File: config.mk
export PLATFORM = sky130hd
export DESIGN_NAME = gps_config_sequencer
export DESIGN_NICKNAME = d
export VERILOG_FILES = /design/src/rtl/gps_config_sequencer.sv
export SDC_FILE = /design/constraint.sdc
export NUM_CORES = 1
export LEC_CHECK = 0
export CORE_MARGIN = 2
export CORE_UTILIZATION = 42
export CTS_CLUSTER_SIZE = 28
export DETAILED_ROUTE_END_ITERATION = 8
export DONT_BUFFER_PORTS = 1
export GPL_TIMING_DRIVEN = 0
export MAX_ROUTING_LAYER = met4
export SLEW_MARGIN = 20
export SYNTH_ARGS = -nofsm -noshare
export SYNTH_HDL_FRONTEND = slang
export SYNTH_SLANG_ARGS = --single-unit
File: constraint.sdc
create_clock -name sclk -period 2.02 [get_ports sclk]
set_clock_uncertainty 0.1 [all_clocks]
set_input_delay 0.303 -clock sclk [delete_from_list [all_inputs] [get_ports sclk]]
set_output_delay 0.303 -clock sclk [all_outputs]
set_load 0.005 [all_outputs]
File: src/rtl/gps_config_sequencer.sv
// gps_config_sequencer: after power-up, waits out a startup delay and then
// streams LF-terminated command sentences from a registered byte ROM into the
// GPS UART transmitter. Each sentence must be acknowledged by the NMEA parser;
// a NAK or a timeout resends the sentence until the retry budget runs out.
module gps_config_sequencer #(
  parameter int SYSCLK_FREQ    = 100_000_000,
  parameter int STARTUP_MS     = 1000,
  parameter int ACK_TIMEOUT_MS = 500,
  parameter int MAX_RETRIES    = 3,
  parameter int NUM_CMDS       = 4
) (
  input  logic       sclk,
  input  logic       rstn,
  input  logic       start,
  output logic [7:0] rom_addr,
  input  logic [7:0] rom_data,
  output logic [7:0] tx_data,
  output logic       tx_valid,
  input  logic       tx_ready,
  input  logic       ack_valid,
  input  logic       ack_ok,
  output logic       busy,
  output logic       done,
  output logic       error,
  output logic [7:0] cmd_index,
  output logic [1:0] retry_cnt
);

  localparam int STARTUP_CYCLES = SYSCLK_FREQ / 1000 * STARTUP_MS;
  localparam int ACK_CYCLES     = SYSCLK_FREQ / 1000 * ACK_TIMEOUT_MS;
  localparam int MAX_CYCLES     = (STARTUP_CYCLES > ACK_CYCLES) ? STARTUP_CYCLES : ACK_CYCLES;
  localparam int TIMER_W        = $clog2(MAX_CYCLES + 1);

  localparam logic [TIMER_W-1:0] STARTUP_LAST = TIMER_W'(STARTUP_CYCLES - 1);
  localparam logic [TIMER_W-1:0] ACK_LAST     = TIMER_W'(ACK_CYCLES - 1);
  localparam logic [TIMER_W-1:0] TIMER_MAX    = TIMER_W'(MAX_CYCLES);
  localparam logic [TIMER_W-1:0] TIMER_ONE    = TIMER_W'(1);
  localparam logic [7:0]         LAST_CMD     = 8'(NUM_CMDS - 1);

  typedef enum logic [2:0] {
    IDLE,
    STARTUP,
    FETCH,
    LOAD,
    SEND,
    WAIT_ACK,
    DONE,
    ERROR
  } state_t;

  state_t             state;
  logic [TIMER_W-1:0] timer;
  logic [7:0]         cmd_start;

  // Sequencer FSM with all outputs registered; the timer free-runs (saturating)
  // and is only meaningful in STARTUP and WAIT_ACK, where it is freshly cleared.
  always_ff @(posedge sclk or negedge rstn) begin
    if (!rstn) begin
      state     <= STARTUP;
      timer     <= '0;
      cmd_start <= 8'h00;
      rom_addr  <= 8'h00;
      tx_data   <= 8'h00;
      tx_valid  <= 1'b0;
      cmd_index <= 8'h00;
      retry_cnt <= 2'd0;
      done      <= 1'b0;
      error     <= 1'b0;
      busy      <= 1'b1;
    end else begin
      if (timer != TIMER_MAX) begin
        timer <= timer + TIMER_ONE;
      end
      case (state)
        IDLE, DONE, ERROR: begin
          if (start) begin
            done      <= 1'b0;
            error     <= 1'b0;
            cmd_index <= 8'h00;
            retry_cnt <= 2'd0;
            rom_addr  <= 8'h00;
            cmd_start <= 8'h00;
            busy      <= 1'b1;
            state     <= FETCH;
          end
        end
        STARTUP: begin
          if (timer == STARTUP_LAST) begin
            rom_addr  <= 8'h00;
            cmd_start <= 8'h00;
            state     <= FETCH;
          end
        end
        FETCH: begin
          state <= LOAD;
        end
        LOAD: begin
          tx_data  <= rom_data;
          tx_valid <= 1'b1;
          state    <= SEND;
        end
        SEND: begin
          if (tx_ready) begin
            tx_valid <= 1'b0;
            if (tx_data == 8'h0A) begin
              timer <= '0;
              state <= WAIT_ACK;
            end else begin
              rom_addr <= rom_addr + 8'd1;
              state    <= FETCH;
            end
          end
        end
        WAIT_ACK: begin
          if (ack_valid && ack_ok) begin
            if (cmd_index == LAST_CMD) begin
              done  <= 1'b1;
              busy  <= 1'b0;
              state <= DONE;
            end else begin
              cmd_index <= cmd_index + 8'd1;
              retry_cnt <= 2'd0;
              rom_addr  <= rom_addr + 8'd1;
              cmd_start <= rom_addr + 8'd1;
              state     <= FETCH;
            end
          end else if (ack_valid || timer == ACK_LAST) begin
            if (int'(retry_cnt) < MAX_RETRIES) begin
              retry_cnt <= retry_cnt + 2'd1;
              rom_addr  <= cmd_start;
              state     <= FETCH;
            end else begin
              error <= 1'b1;
              busy  <= 1'b0;
              state <= ERROR;
            end
          end
        end
        default: begin
          state <= STARTUP;
        end
      endcase
    end
  end

endmodule

==> results.cfg <==
[detailed_routing]
via_per_inst = 5.44
drtIter0Drc = 150
firstDrtPassIters = 5
num_vias = 2877
dr_wl_met2_mm = 3.86
dr_wl_met3_um = 400
routed.top_layer = met4
finalWirelength_mm = 8.27
wl_per_cell_um = 15.6
drt-met1-wl_mm = 3.87
drc_errors = 0
ant_nets = 0

[synth]
synth_xor_area_share_pct = 7.69
synth_fa_ha_area_share_pct = 1.77
synth_nets = 398
ys_seq_area_share_pct = 48.3
synth_area_leader_cell = dfrtp_1
syn-cell-area_um2 = 3530
synth_edf_count = 0
ys.flop_type = dfrtp_1
yosysMostFrequentCell = dfrtp_1
synth.area.top_cells = dfrtp_1, nand2_1, xor2_1, nor2_1, o21ai_0
synth_compound_area_share_pct = 9.99
yosys-top-cells-count = dfrtp_1, nand2_1, nor2_1
ys_ff_latch = 68
ys_async_sr_fraction_pct = 100
yosysWarnings = 0
synth_top_family_by_area = simple AND/OR/NAND/NOR gates
synth_top_area_share_pct = 46.8
synth-simple-area-share_pct = 27.7
yosysUniqueCellTypes = 55
muxShareOfSynthArea_pct = 2.52
syn_avg_cell_area_um2 = 9.32
synth_cells = 379

[critical_path]
crit_type = reg -> reg
critical_path.top_delay_family = simple AND/OR/NAND/NOR gates
cp.required_ns = 2.17
crit_path_max_fanout = 7
crit_chain = or4b_4, nor3_4, a41o_2, o311ai_4, nor2_8, mux2_4
slowest_stage = or4b_4
critPathMaxStageDelay_ns = 0.55
end_kind = flop
crit_buf_inv = 0
start_kind = flop
critical_path_arrival_ns = 2.37

[timing]
hold_ws_ns = 0.0357
fin_crit_sh_pct = 110
rsz0062_at_grt = yes
layout_setup_ws_ns = -0.200
setup_viol = 15
max_freq_mhz = 451
hold_violations = 0
slew_headroom_pct = 51.5
drv_slew = 0
fin_setup_tns_ns = -1.90
tightest_slew_ns = 0.727
post-route-min-period_ns = 2.22

[grt]
grt_util_all_layers_pct = 19.9
grt_start_max_net_pins = 69
grt_pass1_wl_mm = 13.6
grt_pass1_vias = 2784
antenna_found_initial = 0
grt.overflow.total = 0

[power_and_ir_drop]
clockPowerShare_pct = 24.0
cell_internal_pwr_mw = 2.91
peakVddDrop_mv = 0.632
switching_share_pct = 37.7
net-switching-power_mw = 1.76
seqPwrFrac_pct = 43.1
power.density_nw_per_um2 = 1070
leakage_nw = 1.87
comb_power_share_pct = 32.9

[die]
die-area_um2 = 9160
die_y_um = 95.7
rows = 33
fp.dieW_um = 95.7
core_area_um2 = 8180
pin_count = 44
start_util_pct = 43.2

[placement]
place_area_um2 = 3660
hpwl_mm = 5.16
io_buffers = 0
gp_congestion = 0.823
place_inst = 484

[clock_network]
numCtsBuffers = 9
cts_tree = built
htree_levels = 3
clk_latency_ns = 0.36
clockRootBuffer = clkbuf_8
cts_buffer_depth = 2
clk_pin_slew_worst_paths_ns = 0.08
cts_num_sinks = 68

[layout]
final_area_um2 = 4370
final_core_util_pct = 53.5
stdcell_count = 529
drive_gt1_share_pct = 21.5
area_delta_synth_final_pct = 23.8
fillers = 738
insertedDiodeCount = 0
nets = 438

[run]
drv_cap = 0

[run_status]
status = finished, violations left
violations = negative setup slack

[hold_path]
min_path_type = in -> reg
## tightest hold or removal path, cell delays in order
cell	delay (ns)
nand2_1	0.03
nand2_1	0.05
a21oi_1	0.06
## cells by family after synthesis
logic type	Yosys count
buf+inv	18
compound gates	56
mux	8
xor+xnor	31
flops	68
fa+ha+maj	5
simple gates	193
## final timing paths
| check | end | start | slack [ns] | cells past startpoint |
|---|---|---|---|---|
| setup / recovery | rom_addr[5] | timer[7] | -0.20 | 6 |
| hold / removal | tx_valid | tx_ready | 0.04 | 3 |
| setup reg to reg | rom_addr[5] | timer[7] | -0.20 | 6 |
| hold reg to reg | cmd_start[4] | cmd_start[4] | 0.39 | 2 |
| max in group asynchronous | busy | rstn | 1.10 | 2 |
| min in group asynchronous | timer[6] | rstn | 0.41 | 2 |
## stage by stage
step,power (mW),worst slack (ns)
after CTS,4.51,-0.272
after global routing,5.01,-0.272
final,4.67,-0.200
after detailed placement,3.21,-0.499
after global placement,3.17,-0.483
after floorplan,2.90,-0.138
## layout by cell type (no fill, tap or decap), types with 2 or more instances in the layout
master / synthesis / layout
dfstp_2: 2 / 2
nand3_1: 21 / 20
and2_1: 4 / 3
clkbuf_8: 0 / 9
inv_1: 8 / 8
a31oi_1: 2 / 2
nor4bb_1: 2 / 2
and4_1: 4 / 3
nand3_2: 1 / 2
nor2_4: 0 / 2
dlygate4sd3_1: 0 / 10
o31ai_1: 3 / 2
nand4_1: 9 / 9
nand2_1: 65 / 64
a21oi_2: 0 / 3
buf_4: 0 / 16
dfrtp_1: 66 / 63
clkinvlp_4: 0 / 2
mux2_4: 0 / 7
ha_1: 5 / 4
o21ai_0: 24 / 23
clkinv_2: 0 / 2
clkbuf_2: 1 / 2
nor2_1: 46 / 43
nor4b_1: 4 / 2
and3_1: 6 / 6
xnor2_1: 8 / 8
a21oi_1: 16 / 13
dfrtp_2: 0 / 3
nor3_1: 6 / 6
buf_6: 0 / 7
xor2_1: 23 / 22
nor4_4: 0 / 3
or3_1: 7 / 7
## power by group through the flow
stage                     Combinational, mW  Clock, mW  Sequential (mW)
after floorplan                       0.994          0             1.91
after global placement                 1.18          0             1.99
after detailed placement               1.22          0             1.99
after CTS                              1.39       1.15             1.97
after global routing                   1.72       1.22             2.07
final                                  1.54       1.12             2.02
## state kept, by name, summed over array words and instances (netlist names)
register	flops
tx_data	8
state	3
cmd_start	8
retry_cnt	2
cmd_index	8
timer	27
done	1
error	1
rom_addr	8
busy	1
tx_valid	1
## routing by layer
layer,vias up,global-route usage (%)
li1,1398,-
met1,1390,26.2
met2,77,29.2
met3,12,5.17
met4,0,8.57
met5,-,-
## layout make-up
type | count | area, um^2 | area share, %
Sequential cell | 68 | 1710 | 39.1
Inverter | 9 | 33.8 | 0.773
Buffer | 7 | 56.3 | 1.29
Tap cell | 105 | 131 | 3.01
Clock inverter | 6 | 63.8 | 1.46
Timing Repair Buffer | 31 | 293 | 6.70
Multi-Input combinational cell | 293 | 1960 | 44.8
Clock buffer | 10 | 128 | 2.92
## repair_timing
| action | in CTS | in global routing |
|---|---|---|
| pin swaps | 6 | 13 |
| endpoints found under the hold margin | 77 | 1 |
| resized for setup | 18 | 46 |
| endpoints found under the setup margin | 53 | 54 |
| hold buffers | 10 | 1 |
| setup buffers | 10 | 10 |
Power figures use the tool's default switching activity.
